`src/rtl/softmax_pkg.sv`:
```
// Shared types, score width and saturating subtract for the softmax row-max stage.
package softmax_pkg;

  typedef enum logic [1:0] {IDLE, FILL, DRAIN, DONE} rowmax_state_e;

  localparam int SCORE_DW = 16;

  // The difference is formed one bit wider so any wrap into the sign bit is visible.
  function automatic logic signed [SCORE_DW-1:0] sat_sub(
    input logic signed [SCORE_DW-1:0] x,
    input logic signed [SCORE_DW-1:0] m
  );
    logic signed [SCORE_DW:0] diff;
    diff = {x[SCORE_DW-1], x} - {m[SCORE_DW-1], m};
    if (diff[SCORE_DW] != diff[SCORE_DW-1])
      return {diff[SCORE_DW], {(SCORE_DW-1){~diff[SCORE_DW]}}};
    return diff[SCORE_DW-1:0];
  endfunction

endpackage

```
`src/rtl/score_row_buf.sv`:
```
// One-row score buffer: flop array with a single write port and an asynchronous read port.
module score_row_buf
  import softmax_pkg::*;
#(
  parameter int DW    = SCORE_DW,
  parameter int DEPTH = 256,
  parameter int AW    = $clog2(DEPTH)
) (
  input  logic                 clk,
  input  logic                 we,
  input  logic [AW-1:0]        waddr,
  input  logic signed [DW-1:0] wdata,
  input  logic [AW-1:0]        raddr,
  output logic signed [DW-1:0] rdata
);

  logic signed [DW-1:0] mem [DEPTH];

  always_ff @(posedge clk) begin
    if (we) mem[waddr] <= wdata;
  end

  assign rdata = mem[raddr];

endmodule

```
`src/rtl/softmax_rowmax_stage.sv`:
```
// Buffers one row of scores, tracks its maximum, then replays the row as sat(score - rowmax).
// DW must equal SCORE_DW because the shared saturating subtract is fixed at that width.
module softmax_rowmax_stage
  import softmax_pkg::*;
#(
  parameter int DW    = SCORE_DW,
  parameter int MAX_S = 256
) (
  input  logic                 clk,
  input  logic                 rstn,
  input  logic                 start,
  input  logic [15:0]          m_rows,
  input  logic [15:0]          s_tokens,
  output logic                 busy,
  output logic                 done,
  output logic                 err,
  input  logic                 in_valid,
  output logic                 in_ready,
  input  logic signed [DW-1:0] in_data,
  output logic                 out_valid,
  input  logic                 out_ready,
  output logic signed [DW-1:0] out_data,
  output logic                 out_last,
  output logic signed [DW-1:0] out_rowmax
);

  localparam int AW = $clog2(MAX_S);
  localparam logic [15:0] MAX_S16 = 16'(MAX_S);

  rowmax_state_e        state;
  logic [15:0]          m_lat;
  logic [15:0]          row_cnt;
  logic [AW:0]          s_lat;
  logic [AW:0]          wr_idx;
  logic [AW:0]          rd_idx;
  logic signed [DW-1:0] rowmax;
  logic signed [DW-1:0] rd_data_p0;
  logic                 in_fire;
  logic                 out_fire;
  logic                 bad_job;
  logic                 load_p0;

  assign in_ready = (state == FILL);
  assign busy     = (state == FILL) || (state == DRAIN);
  assign done     = (state == DONE);
  assign in_fire  = in_valid && (state == FILL);
  assign out_fire = out_valid && out_ready;
  assign bad_job  = (m_rows == 16'd0) || (s_tokens == 16'd0) || (s_tokens > MAX_S16);
  assign load_p0  = (state == DRAIN) && (rd_idx < s_lat) && (!out_valid || out_ready);

  score_row_buf #(
    .DW    (DW),
    .DEPTH (MAX_S),
    .AW    (AW)
  ) u_buf (
    .clk   (clk),
    .we    (in_fire),
    .waddr (wr_idx[AW-1:0]),
    .wdata (in_data),
    .raddr (rd_idx[AW-1:0]),
    .rdata (rd_data_p0)
  );

  // Stage p0 -> output register: buffer read, subtract and saturate.
  always_ff @(posedge clk or negedge rstn) begin
    if (!rstn) begin
      state      <= IDLE;
      m_lat      <= '0;
      s_lat      <= '0;
      row_cnt    <= '0;
      wr_idx     <= '0;
      rd_idx     <= '0;
      rowmax     <= '0;
      err        <= 1'b0;
      out_valid  <= 1'b0;
      out_last   <= 1'b0;
      out_data   <= '0;
      out_rowmax <= '0;
    end else begin
      case (state)
        IDLE: begin
          if (start) begin
            m_lat   <= m_rows;
            s_lat   <= s_tokens[AW:0];
            row_cnt <= '0;
            wr_idx  <= '0;
            rd_idx  <= '0;
            if (bad_job) begin
              err   <= 1'b1;
              state <= DONE;
            end else begin
              err   <= 1'b0;
              state <= FILL;
            end
          end
        end
        FILL: begin
          if (in_fire) begin
            if ((wr_idx == '0) || (in_data > rowmax)) rowmax <= in_data;
            if (wr_idx == s_lat - 1'b1) begin
              rd_idx <= '0;
              state  <= DRAIN;
            end else begin
              wr_idx <= wr_idx + 1'b1;
            end
          end
        end
        DRAIN: begin
          if (out_fire && out_last) begin
            out_valid <= 1'b0;
            out_last  <= 1'b0;
            row_cnt   <= row_cnt + 16'd1;
            if (row_cnt == m_lat - 16'd1) begin
              state <= DONE;
            end else begin
              wr_idx <= '0;
              state  <= FILL;
            end
          end else if (load_p0) begin
            out_data   <= sat_sub(rd_data_p0, rowmax);
            out_last   <= (rd_idx == s_lat - 1'b1);
            out_rowmax <= rowmax;
            out_valid  <= 1'b1;
            rd_idx     <= rd_idx + 1'b1;
          end else if (out_fire) begin
            out_valid <= 1'b0;
          end
        end
        DONE: begin
          state <= IDLE;
        end
        default: begin
          state <= IDLE;
        end
      endcase
    end
  end

endmodule
```
`config.mk`:
```
export PLATFORM = sky130hd
export DESIGN_NAME = softmax_rowmax_stage
export DESIGN_NICKNAME = d
export VERILOG_FILES = /design/src/rtl/softmax_pkg.sv /design/src/rtl/score_row_buf.sv /design/src/rtl/softmax_rowmax_stage.sv
export SDC_FILE = /design/constraint.sdc
export NUM_CORES = 2
export LEC_CHECK = 0
export BUFFER_PORTS_ARGS = -buffer_cell sky130_fd_sc_hd__buf_2
export CAP_MARGIN = 10
export CORE_MARGIN = 2
export CORE_UTILIZATION = 40
export CTS_CLUSTER_DIAMETER = 50
export DETAILED_ROUTE_END_ITERATION = 12
export GPL_TIMING_DRIVEN = 0
export PLACE_DENSITY_LB_ADDON = 0.05
export SLEW_MARGIN = 10
export SYNTH_ARGS = -nofsm -noshare
export SYNTH_HDL_FRONTEND = slang
export SYNTH_HIERARCHICAL = 1
export SYNTH_SLANG_ARGS = --single-unit
```
`constraint.sdc`:
```
create_clock -name clk -period 5.1 [get_ports clk]
set_input_delay 1.53 -clock clk [delete_from_list [all_inputs] [get_ports clk]]
set_output_delay 1.53 -clock clk [all_outputs]
set_load 0.01 [all_outputs]
```
# Word-level counts from Yosys, hierarchy flattened
# Memories as Yosys holds them, arrays and structs flattened.
# Index checks and enable logic that the tools add are counted.
dict set report totals {
  ff_bits 112
  mem_bits_rw 4096
  in_bits 53
  out_inout_bits 38
  elab_cells 102
  mem_count 1
}
# memory words word_bits read_ports rd_ports_with_merged_regs wr line
set mem_list {}
lappend mem_list {u_buf.mem 256 16 1 0 1 score_row_buf.sv:17} ;# logic signed [DW-1:0] mem [DEPTH];
dict set report classes {
  n_addsub 6
  n_lt_le_gt_ge 3
  n_eq_ne 15
  n_mux 35
  bitwise 2
  n_reduce_logical 28
}
# op count
set ops {}
lappend ops {{$mux 9} 9}
lappend ops {{$mux 16} 4}
lappend ops {{$pmux 9 s3} 2}
lappend ops {{$logic_not 16->1} 2}
lappend ops {{$pmux 16 s2} 1}
lappend ops {{$add 9x1->9 const B} 2}
lappend ops {{$eq 9x9->1} 2}
lappend ops {{$sub 16x16->17} 1}
lappend ops {{$add 16x1->16 const B} 1}
lappend ops {{$eq 16x16->1} 1}
lappend ops {{$gt 16x16->1} 1}
lappend ops {{$gt 16x9->1 const B} 1}
lappend ops {{$sub 16x1->16 const B} 1}
lappend ops {{$mux 1} 12}
lappend ops {{$mux 2} 6}
lappend ops {{$reduce_and 6->1} 2}
lappend ops {{$ne 2x2->1 const B} 5}
lappend ops {{$logic_not 9->1} 1}
lappend ops {{$lt 9x9->1} 1}
lappend ops {{$reduce_and 3->1} 3}
lappend ops {{$sub 9x1->9 const B} 1}
lappend ops {{$pmux 2 s4} 1}
lappend ops {{$ne 2x1->1 const B} 3}
lappend ops {{$reduce_and 2->1} 3}
lappend ops {{11 further kinds} 23}

# Logic depth before layout (Yosys ltp)
# An unclocked memory read counts as a cell.
dict set report logic_depth {
  depth_word 8
  depth_mapped 23
  mapped_depth_nobuf 16
}

# By module
# Netlist, hierarchy kept.
# mod n_inst cells_per_inst area_per_inst_um2 seq_area_each_um2
set by_module_without_submodules {}
lappend by_module_without_submodules {score_row_buf 1 7344 158394.4 122998.0}
lappend by_module_without_submodules {softmax_rowmax_stage 1 802 7552.2 2802.7}

# Worst setup path after synthesis
# Ideal clock, no wire load.
dict set report synth_path {
  path_type {reg2reg}
  startpoint {reg rd_idx[0]}
  endpoint {reg out_data[10]}
  setup_time_ns 0.147
  t_arrival_ns 4.788
  t_required_ns 4.953
  path_slack_ns 0.166
  path_stages_with_launch 18
  path_buffers 4
  period_less_slack_ns 4.934
  path_cell_list {dfrtp_1 > buf_6 > buf_6 > buf_2 > mux4_2 > mux4_2 > a22o_1 > o32ai_1 > nor4_1 > ha_1 > nor2b_1 > o31a_1 > o221a_2 > o31ai_1 > o22ai_1 > nor4_1 > clkbuf_1 > a311oi_1}
}
dict set report synth_between {
  elab_chain_cells 8
  elab_cells_between_ends 14
  classes_between {1 x add/sub; 1 x order compare; 1 x eq/ne; 6 x mux; 1 x bitwise; 3 x reduce/logical; 1 x memory}
}
# item line
set synth_lines {}
lappend synth_lines {{start, declared} softmax_rowmax_stage.sv:35} ;# logic [AW:0] rd_idx;
lappend synth_lines {{start signal, assigned} softmax_rowmax_stage.sv:124} ;# rd_idx <= rd_idx + 1'b1;
lappend synth_lines {{$mem_v2 256x16 (*)} -}
lappend synth_lines {{named net rd_data_p0[1]} softmax_rowmax_stage.sv:37} ;# logic signed [DW-1:0] rd_data_p0;
lappend synth_lines {{$sub 16x16->17 (*)} softmax_pkg.sv:14} ;# diff = {x[SCORE_DW-1], x} - {m[SCORE_DW-1], m};
lappend synth_lines {{$ne 1x1->1} softmax_pkg.sv:15} ;# if (diff[SCORE_DW] != diff[SCORE_DW-1])
lappend synth_lines {{$mux 1} softmax_pkg.sv:15}
lappend synth_lines {{$mux 1} softmax_rowmax_stage.sv:119} ;# end else if (load_p0) begin
lappend synth_lines {{$mux 1} softmax_rowmax_stage.sv:109} ;# if (out_fire && out_last) begin
lappend synth_lines {{$mux 1} softmax_rowmax_stage.sv:80} ;# case (state)
lappend synth_lines {{$mux 16 (*)} softmax_pkg.sv:17} ;# return diff[SCORE_DW-1:0];
lappend synth_lines {{end signal, assigned} softmax_rowmax_stage.sv:120} ;# out_data <= sat_sub(rd_data_p0, rowmax);
lappend synth_lines {{end, declared} softmax_rowmax_stage.sv:22} ;# output logic signed [DW-1:0] out_data,
# Mark *: on every way through the listed nets, which the timed path passes. The rest lies on a longest branch. The select of a mux whose other input is x is not followed.
# A chain may end at the register's enable or synchronous reset.

# Final worst setup path
dict set report layout_path {
  startpoint {reg rd_idx[2]}
  endpoint {reg out_data[0]}
}
# Same word-level chain as after synthesis.

==> out/results.ini <==
[run_status]
outcome = finished, violations left
failed_checks = negative setup slack

[pwr]
cellPowerDensity_nw_per_um2 = 378.3
p_leak_uw = 0.06223
peakVddDrop_v = 0.0003854
power_uw = 76390

[die]
die_w_um = 648.1
chipHeight_um = 648.1
dieArea_um2 = 420000
initial_core_util_pct = 40.17
row_count = 236
ioPinCount = 91
core_area_um2 = 413100

[synthesis]
synth_area_um2 = 165900
yosysMostFrequentCell = edfxtp_1
syn-mean-instance-area_um2 = 20.37
ys_async_sr_fraction_pct = 2.662
ys_ff_latch = 4208
synthesis.nets = 8252
synthDistinctLibCells = 90
synth-main-ff-cell = edfxtp_1
synthTopCellsByCount = edfxtp_1, mux4_2, mux2i_1, nor2_1, o221ai_1
yosysWarnings = 6
synth_top_cell_by_area = edfxtp_1
synth_area_leaders = edfxtp_1, mux4_2, mux2i_1, dfrtp_1, o221ai_1
synth-edff-count = 4096
yosysSeqAreaShare_pct = 75.81
syn_inst = 8146
synth_top_area_share_pct = 74.12

[routing]
drtAntennaViolNets = 0
wl_per_cell_um = 39.01
drc = 0
routed_via_density = 6.125
dr.first_iter.drc_count = 12460
routed_wl_mm = 588.2
firstDrtPassIters = 5
vias = 92360

[clock_tree]
clk_latency_ns = 1.04
htreeDepth = 6
cts.sink_count = 4208
cts_buffers = 534
cts_hold_buf = 0
clock_path_buffers = 4
path_clk_slew_ns = 0.05
clock-root-buffer = clkbuf_16
cts_tree = done

[placed_design]
dp_hpwl_mm = 404.4
gp_congestion = 0.9317
place_area_um2 = 179200
port_buffers = 90
pre_cts_ws_ns = -4.022

[grt]
grt_overflow = 0
track_usage_pct = 27.68
antenna_found_initial = 43
grt_pass1_wl_mm = 781.8
first_global_vias = 89340
grt_max_degree = 117

[worst_setup_path]
reg2reg_to = out_data[0]
required_ns = 5.98
crit_slowest_cell = nor4_4
endpoint_kind = register
r2r_slack_ns = -0.56
crit_arrival_ns = 6.53
r2r-start = rd_idx[2]
start_kind = register
rr_worst_depth = 18
worstPathMaxFanout = 10
max_stage_delay_ns = 0.67
worstPathCellList = buf_6 -> or2_1 -> buf_2 -> buf_2 -> clkbuf_4 -> o221ai_1 -> o22ai_1 -> o31ai_4 -> o32ai_4 -> nor4_4 -> ha_1 -> o21a_1 -> o221a_4 -> o31ai_4 -> o22ai_4 -> nor4_4 -> buf_4 -> a311oi_1
crit_type = register to register

[finish]
postLayoutCellArea_um2 = 201900
fin_nets = 9283
syn2layout_area_growth_pct = 21.68
drive_gt1_share_pct = 32.99
fill_cells = 33710

[min_path]
holdPathStages = 2
whs_endpoint = out_rowmax[9]
min-delay-start = out_rowmax[9]
hold_path.class = register to register

[flow_run]
maxCapViolCount = 0

[sta]
slew_violations = 0
rsz0062_at_grt = yes
slew_headroom_pct = 13.18
clock.fmax_mhz = 176.8
finalCritPeriodShare_pct = 110.9
setup_ws_ns = -0.5551
fin_skew_ns = 0.06007
finalHoldViolations = 0
worst-slew-pin-transition_ns = 1.299
setup_viol = 16
period_minus_slack_ns = 5.655

-- logic make-up after synthesis --
kind of cell,after synthesis,synth area share (%)
flip-flops,4208,75.81
multiplexers,1496,15.13
AO/OA/AOI/OAI,970,4.130
AND/OR/NAND/NOR,826,2.348
buffers and inverters,534,1.819
XOR/XNOR,59,0.3612
adder cells (fa/ha/maj),53,0.4041
-- cell usage in the layout (no fill, tap or decap), types with 35 or more instances in the layout --
master     count
a21oi_1      182
buf_12        50
buf_16        81
buf_2        105
buf_4        146
buf_6         85
buf_8        251
bufinv_16     54
clkbuf_1     175
clkbuf_16    551
clkbuf_2      76
clkbuf_4      64
clkinv_1      82
clkinv_2      75
dfrtp_1      107
edfxtp_1    4096
ha_1          42
inv_1         52
inv_6         37
mux2_2       124
mux2i_1      565
mux4_2       797
nand2_1      103
nand3_1       49
nand4_1       35
nor2_1       103
nor2_2       225
nor2_4        35
nor3_1        69
o21ai_0       79
o221ai_1     211
o221ai_2      39
o22ai_1      135
-- worst max-delay path, delay by kind of cell (launching register included) --
kind	cells	cell delay [ns]
buf+inv	5	1.22
compound gates	9	2.31
flops	1	0.48
simple gates	3	1.12
fa+ha+maj	1	0.38
-- timing repair --
action,4_1_cts,5_1_grt
setup buffers,99,17
pin swaps,58,45
gates cloned,3,1
endpoints found under the setup margin,16,16
gates resized for setup,920,80
-- per-stage QoR --
step                      hold WS, ns  utilization, %  setup TNS [ns]  cells
after floorplan                0.4807               -               0   8146
after global routing           0.4818           48.87          -8.918  15070
after global placement         0.4601           41.94               -  13710
after detailed placement       0.4705           43.38         -766.20  14000
final                          0.4794           48.88          -8.069  15080
after CTS                      0.4258           48.77          -5.258  15050
-- worst max-delay path by stage --
stage                    from           end  slack [ns]  depth (start not counted)
finish              rd_idx[2]   out_data[0]       -0.56                         18
global route        rd_idx[2]   out_data[9]       -0.61                         21
CTS                 rd_idx[0]  out_data[13]       -0.42                         22
detailed placement  rd_idx[2]  out_data[10]       -4.02                         18
global placement    rd_idx[2]   out_data[0]       -5.93                         16
floorplan           rd_idx[0]  out_data[10]        0.17                         17
-- report_power, final --
group	leakage (uW)	switching, uW	internal (uW)	total, uW
logic	0.0154	776	131	907
clock network	0.00852	14900	22600	37500
registers	0.0383	16.8	37900	38000
-- sequential cells by signal (all words and copies together), names as in the netlist --
| name | count |
|---|---|
| out_last | 1 |
| out_rowmax | 16 |
| m_lat | 16 |
| wr_idx | 9 |
| rowmax | 16 |
| err | 1 |
| s_lat | 9 |
| out_valid | 1 |
| state | 2 |
| out_data | 16 |
| rd_idx | 9 |
| row_cnt | 16 |
| u_buf/mem | 4096 |
-- metal layers --
layer / GRT usage, % / up-vias / part of all wire (%)
li1: - / 36470 / -
met1: 40.10 / 50460 / 42
met2: 41.81 / 4636 / 45
met3: 6.212 / 794 / 9.5
met4: 8.402 / 0 / 3.3
met5: 0 / - / 0
-- layout make-up --
cell class / instances / area [um2] / share of cell area [%]
flip-flops and latches: 4208 / 125800 / 62.30
inverters: 55 / 215.2 / 0.1066
multi-input cells: 3404 / 40270 / 19.95
well taps: 5474 / 6849 / 3.392
diodes: 10 / 25.02 / 0.01239
clock buffers: 646 / 14150 / 7.010
clock inverters: 308 / 3401 / 1.684
repair buffers: 498 / 6518 / 3.228
plain buffers: 476 / 4678 / 2.317
No activity file was read; power rests on OpenSTA's default activity.
